[src/rtl/bilbo_reg_bist.sv]
// bilbo_reg_bist: BILBO register with built-in self-test session controller
module bilbo_reg_bist #(
    parameter int                WIDTH  = 8,
    parameter logic [WIDTH-1:0]  POLY   = 8'hB8,
    parameter logic [WIDTH-1:0]  SEED   = 8'h01,
    parameter int                NPAT   = 255,
    parameter logic [WIDTH-1:0]  GOLDEN = 8'h00
) (
    input  logic             clock,
    input  logic             rst_l,
    input  logic [1:0]       mode,
    input  logic             prpg,
    input  logic [WIDTH-1:0] data,
    input  logic             scan_in,
    input  logic             start,
    output logic [WIDTH-1:0] q,
    output logic             scan_out,
    output logic             busy,
    output logic             done,
    output logic             pass
);
    localparam int             CW       = $clog2(NPAT + 1);
    localparam logic [CW-1:0]  LAST     = CW'(NPAT - 1);
    localparam logic [1:0]     M_SHIFT  = 2'b00;
    localparam logic [1:0]     M_CLEAR  = 2'b01;
    localparam logic [1:0]     M_LFSR   = 2'b10;
    localparam logic [1:0]     M_NORMAL = 2'b11;

    typedef enum logic [1:0] {IDLE, RUN, DONE} state_t;

    state_t           state_q;
    logic [CW-1:0]    cnt_q;
    logic [WIDTH-1:0] q_q, q_d, lfsr, op;
    logic             busy_q, done_q, pass_q, start_ok;

    // Register next state: session start wins, then frozen signature, then the selected mode
    always_comb begin
        lfsr     = {q_q[WIDTH-2:0], ^(q_q & POLY)};
        op       = (mode == M_NORMAL) ? data :
                   (mode == M_SHIFT)  ? {q_q[WIDTH-2:0], scan_in} :
                   (mode == M_CLEAR)  ? '0 :
                   prpg               ? lfsr : lfsr ^ data;
        start_ok = start && (state_q != RUN);
        q_d      = start_ok                                ? SEED :
                   (state_q == DONE && mode == M_LFSR)     ? q_q  : op;
    end

    // Register, cycle counter and session FSM with registered status flags
    always_ff @(posedge clock) begin
        if (!rst_l) begin
            q_q     <= '0;
            state_q <= IDLE;
            cnt_q   <= '0;
            busy_q  <= 1'b0;
            done_q  <= 1'b0;
            pass_q  <= 1'b0;
        end else begin
            q_q <= q_d;
            case (state_q)
                IDLE, DONE: begin
                    if (start) begin
                        state_q <= RUN;
                        cnt_q   <= '0;
                        busy_q  <= 1'b1;
                        done_q  <= 1'b0;
                        pass_q  <= 1'b0;
                    end
                end
                RUN: begin
                    if (mode != M_LFSR) begin
                        state_q <= IDLE;
                        cnt_q   <= '0;
                        busy_q  <= 1'b0;
                        done_q  <= 1'b0;
                        pass_q  <= 1'b0;
                    end else if (cnt_q == LAST) begin
                        state_q <= DONE;
                        cnt_q   <= '0;
                        busy_q  <= 1'b0;
                        done_q  <= 1'b1;
                        pass_q  <= (q_d == GOLDEN);
                    end else begin
                        cnt_q <= cnt_q + CW'(1);
                    end
                end
                default: begin
                    state_q <= IDLE;
                    cnt_q   <= '0;
                    busy_q  <= 1'b0;
                    done_q  <= 1'b0;
                    pass_q  <= 1'b0;
                end
            endcase
        end
    end

    assign q        = q_q;
    assign scan_out = q_q[WIDTH-1];
    assign busy     = busy_q;
    assign done     = done_q;
    assign pass     = pass_q;
endmodule

[config.mk]
export PLATFORM = sky130hd
export DESIGN_NAME = bilbo_reg_bist
export DESIGN_NICKNAME = d
export VERILOG_FILES = /design/src/rtl/bilbo_reg_bist.sv
export SDC_FILE = /design/constraint.sdc
export NUM_CORES = 1
export LEC_CHECK = 0
export CORE_ASPECT_RATIO = 1.25
export CORE_MARGIN = 2
export CORE_UTILIZATION = 45
export DETAILED_ROUTE_END_ITERATION = 10
export PLACE_DENSITY = 0.74
export RECOVER_POWER = 50
export SLEW_MARGIN = 10
export SYNTH_ARGS = -nofsm -noshare
export SYNTH_HDL_FRONTEND = slang
export SYNTH_SLANG_ARGS = --single-unit
[constraint.sdc]
create_clock -name clock -period 4.4 [get_ports clock]
set_input_delay 0.44 -clock clock [delete_from_list [all_inputs] [get_ports clock]]
set_output_delay 0.44 -clock clock [all_outputs]
set_load 0.005 [all_outputs]
# Word level (Yosys, flattened, before mapping)
# Index checks and enable logic that the tools add are counted.
[totals] inputBits=15 reg_bits=21 wordCells=51
[op_classes] n_addsub=1 n_mux=25 n_reduce_logical=8 n_eq_ne=10 bitwise=1
[ops] op="8-bit 2-to-1 mux" count=9
[ops] op="8-bit one-hot mux with 2 select lines" count=1
[ops] op="8-bit by 1-bit adder with 8-bit output, second input constant" count=1
[ops] op="8-bit equality test, second input constant" count=1
[ops] op="8-bit logical NOT" count=1
[ops] op="1-bit 2-to-1 mux" count=8
[ops] op="8-bit parity" count=1
[ops] op="8-bit bitwise XOR" count=1
[ops] op="2-bit equality test, second input constant" count=3
[ops] op="2-bit 2-to-1 mux" count=3
[ops] op="1-bit one-hot mux with 2 select lines" count=3
[ops] op="2-bit by 1-bit equality test with 1-bit output, second input constant" count=2
[ops] op="2-bit logical NOT" count=2
[ops] op="2-bit inequality test, second input constant" count=2
[ops] op="2-bit one-hot mux with 2 select lines" count=1
[ops] op="3-bit inequality test, second input constant" count=1
[ops] op="1-bit logical AND" count=2
[ops] op="2-bit by 1-bit inequality test with 1-bit output, second input constant" count=1
[ops] op="2-bit AND reduction" count=1
[ops] op="2-bit OR reduction" count=1

# Logic depth before layout (Yosys ltp)
[depth] depth_word=12 depth_mapped=8

# Worst setup path after synthesis
# No wires, ideal clock.
[synth_timing] path_type="flip-flop to flip-flop" startpoint="register q_q[4], in the netlist q[4]" endpoint="register pass_q, in the netlist pass" synth_period_minus_slack_ps=1595 slack_ps=2805 arrival_ps=1522 stages_incl_launch_ff=7 t_required_ps=4327 cell_sequence="dfxtp_1 xor2_1 xnor3_1 nand2_1 a31oi_1 or3_1 o22ai_2"
[synth_via] elab_chain_cells=12
[synth_lines] element="start, declared" line_no="33" rtl="logic [WIDTH-1:0] q_q, q_d, lfsr, op;"
[synth_lines] element="start signal, assigned" line_no="58" rtl="q_q <= q_d;"
[synth_lines] element="8-bit parity" line_no="38" rtl="lfsr = {q_q[WIDTH-2:0], ^(q_q & POLY)};"
[synth_lines] element="8-bit bitwise XOR" line_no="42" rtl="prpg ? lfsr : lfsr ^ data;"
[synth_lines] element="8-bit 2-to-1 mux" line_no="42"
[synth_lines] element="8-bit 2-to-1 mux" line_no="41" rtl="(mode == M_CLEAR) ? '0 :"
[synth_lines] element="8-bit 2-to-1 mux" line_no="40" rtl="(mode == M_SHIFT) ? {q_q[WIDTH-2:0], scan_in} :"
[synth_lines] element="8-bit 2-to-1 mux" line_no="39" rtl="op = (mode == M_NORMAL) ? data :"
[synth_lines] element="8-bit 2-to-1 mux (*)" line_no="45" rtl="(state_q == DONE && mode == M_LFSR) ? q_q : op;"
[synth_lines] element="8-bit 2-to-1 mux (*)" line_no="44" rtl="q_d = start_ok ? SEED :"
[synth_lines] element="8-bit logical NOT (*)" line_no="81" rtl="pass_q <= (q_d == GOLDEN);"
[synth_lines] element="1-bit 2-to-1 mux (*)" line_no="76" rtl="end else if (cnt_q == LAST) begin"
[synth_lines] element="1-bit 2-to-1 mux (*)" line_no="70" rtl="if (mode != M_LFSR) begin"
[synth_lines] element="1-bit one-hot mux with 2 select lines (*)" line_no="59" rtl="case (state_q)"
[synth_lines] element="end signal, assigned" line_no="81"
[synth_lines] element="end, declared" line_no="34" rtl="logic busy_q, done_q, pass_q, start_ok;"
# Mark *: on every way between the ends. The rest lies on a longest branch, timed or not. The select of a mux whose other input is x is not followed.
# A chain may end at the register's enable or synchronous reset.

# Worst setup path after layout
[layout_timing] startpoint="input mode[1]" endpoint="register pass_q, in the netlist pass"
[layout_via] elab_chain_cells=10
[layout_lines] element="start, declared" line_no="11" rtl="input logic [1:0] mode,"
[layout_lines] element="2-bit by 1-bit equality test with 1-bit output" line_no="41"
[layout_lines] element="8-bit 2-to-1 mux" line_no="41"
[layout_lines] element="8-bit 2-to-1 mux" line_no="40"
[layout_lines] element="8-bit 2-to-1 mux" line_no="39"
[layout_lines] element="8-bit 2-to-1 mux" line_no="45"
[layout_lines] element="8-bit 2-to-1 mux" line_no="44"
[layout_lines] element="8-bit logical NOT" line_no="81"
[layout_lines] element="1-bit 2-to-1 mux" line_no="76"
[layout_lines] element="1-bit 2-to-1 mux" line_no="70"
[layout_lines] element="1-bit one-hot mux with 2 select lines" line_no="59"
# Parallel ways exist; a longest one is shown, timed or not. The select of a mux whose other input is x is not followed.

==> out/metrics.yaml <==
pwr:
  vdd_ir_drop_max_uv: 168.9
  p_leak_nw: 0.6214
  p_total_mw: 0.3521
  power_density_mw_per_mm2: 225.1
clock_network:
  clockBufferDepth: 2
  postCtsSetupRepairBufs: 0
  post_cts_resized: 0
  path_clk_slew_ps: 100
  cts.htree.levels: 1
  cts_hold_buf: 0
  numClockSinks: 20
  cts-buffers-inserted: 3
  cts_tree: "yes"
  root_buffer: "clkbuf_4"
  clk_latency_ps: 280
logic_synthesis:
  synth_largest_area_cell: "dfxtp_1"
  ys_warn_count: 0
  synth-seq-cells: 20
  syn-num-nets: 174
  synth_area_per_cell_sq_um: 8.224
  synth_largest_type_area_fraction: 0.3101
  syn_inst: 157
  synth_edf_count: 0
  synth.distinct_cells: 50
  synthTopCellsByArea: "dfxtp_1 31%, nor2_1 5.8%, a211oi_1 4.7%, nand2_1 3.5%, xor2_1 3.4%"
  synthesis.area_sq_mm: 0.001291
  ys.flop_type: "dfxtp_1"
  seq_area_frac_synth: 0.3101
  async_flop_share: 0
hold_path:
  hold_class: "flop to flop"
  hold_depth: 2
floorplan:
  die-area_sq_mm: 0.003317
  fp-row-count: 21
  start_util: 0.4771
  die_w_um: 51.91
  die_h_um: 63.89
  ios: 27
  fp.coreArea_sq_mm: 0.002706
layout:
  num-fill-cells: 261
  syn2layout_area_growth_pct: 21.12
  nNetsFinal: 197
  seq_area_sq_um: 400.4
  design_area_sq_mm: 0.001564
  multi_input_comb_area_sq_um: 815.8
  layoutNonFillerInstCount: 212
  n_antenna_cell: 0
  final_core_util: 0.5779
  drive_gt1_frac: 0.06180
detailed_routing:
  routedWlPerCell_um: 15.09
  dr.pass1.iters: 4
  ant_nets: 0
  viasPerCell: 5.665
  drcViolationCount: 0
  num_vias: 1201
  first_iter_violations: 60
  wl_mm: 3.200
worst_setup_path:
  end_kind: "flop"
  critPathMaxFanout: 17
  crit_required_ps: 4620
  worst-r2r-cell-count: 6
  critPathLaunchType: "primary input"
  crit_arrival_ps: 2790
  path_class: "primary input to flop"
place:
  place_area_sq_mm: 0.001541
  io_buffers: 26
  hpwl_mm: 2.483
  dpl_worst_slack_ps: 1620
  place_congestion: 0.8661
  dp.cells: 209
sta:
  tns_ps: 0
  period_needed_ps: 2573
  fmax_ghz: 0.3886
  relSlewSlack: 0.6268
  period_share: 0.5848
  skew_ps: 0.9373
  rsz0062_at_grt: "no"
  maxSlewViolCount: 0
  worst_pin_slew_ps: 557.9
  setup_violations: 0
  hold_viol: 0
  fin_ws_ps: 1827
  whs_ps: 514.3
global_route:
  grt_usage: 0.2057
  grt_overflow_total: 0
  antenna_found_initial: 0
  grt_pass1_vias: 1137
  grt_first_pass_wirelength_mm: 5.319
  grt_start_max_net_pins: 18
run_status:
  outcome: "finished, final reports clean"
job:
  drv_cap: 0
## metal layers
metal / GRT usage / wire, um
met5: 0 / 0
met4: 0.05921 / 25
met3: 0.01636 / 130
met2: 0.3544 / 1686
met1: 0.2678 / 1356
## where the power goes
| part | switching [mW] | total [mW] | leakage, nW | internal, mW |
|---|---|---|---|---|
| clock | 0.0481 | 0.0798 | 0.0138 | 0.0318 |
| sequential | 0.00827 | 0.195 | 0.163 | 0.187 |
| combinational | 0.0368 | 0.0773 | 0.445 | 0.0405 |
| total | 0.0932 | 0.352 | 0.621 | 0.259 |
## critical path, cell delays in order
cell and delay [ps]:
dlygate4sd3_1 890, nand4bb_1 510, o221ai_1 320, a211oi_1 80
nor4_1 280, nand3_1 140, o22ai_2 130
## path summary, 6_finish.rpt
path | start | to | slack [ps]
max | mode[1] | pass | 1830
min reg2reg | pass | pass | 510
max reg2reg | state_q[0] | pass | 2450
min | pass | pass | 510
## registers in the layout, indices dropped and copies added, names as in the netlist
name / flops
state_q: 2
q: 8
pass: 1
busy: 1
cnt_q: 8
## cells in the final DEF (no fill, tap or decap), drive strengths merged, types with 2 or more instances in the layout
| cell type | n |
|---|---|
| nor2 | 20 |
| dfxtp | 20 |
| dlygate4sd3 | 14 |
| nand2 | 14 |
| clkdlybuf4s50 | 12 |
| a211oi | 8 |
| a21oi | 8 |
| nand2b | 6 |
| inv | 6 |
| nor2b | 5 |
| xor2 | 5 |
| o21ai | 5 |
| and2 | 4 |
| xnor2 | 4 |
| and4b | 3 |
| o221ai | 3 |
| nand4 | 3 |
| nand4b | 3 |
| clkbuf | 3 |
| a22o | 2 |
| o211ai | 2 |
| a31oi | 2 |
| nand3 | 2 |
| a22oi | 2 |
| ha | 2 |
| and2b | 2 |
## cells by family after synthesis
logic type	synth area share
compound gates	0.2180
xor+xnor	0.07848
fa+ha+maj	0.01938
buf+inv	0.05814
flops	0.3101
simple gates	0.3159
## cell type report
cell class | instances | area share
flip-flops and latches | 20 | 0.2560
multi-input cells | 123 | 0.5216
inverters | 6 | 0.01440
well taps | 34 | 0.02720
clock buffers | 3 | 0.01440
repair buffers | 26 | 0.1664
## Yosys cell counts, types with 2 or more instances
cell      number
ha_1           2
o221ai_1       3
o21ai_0        2
a211oi_1       8
a31oi_1        2
nor2b_1        5
a21oi_1        8
o211ai_1       2
buf_6          2
nand4b_1       3
a22oi_1        2
nor2_1        20
clkbuf_1       2
nand2b_1       6
xor2_1         5
inv_1          4
nand4_1        3
o21ai_1        3
a22o_1         2
inv_2          2
and4b_1        3
dfxtp_1       20
buf_2          3
xnor2_1        4
and2_1         4
nand2_1       12
nand3_1        2
Note: power is estimated with default switching activity, not from simulation.
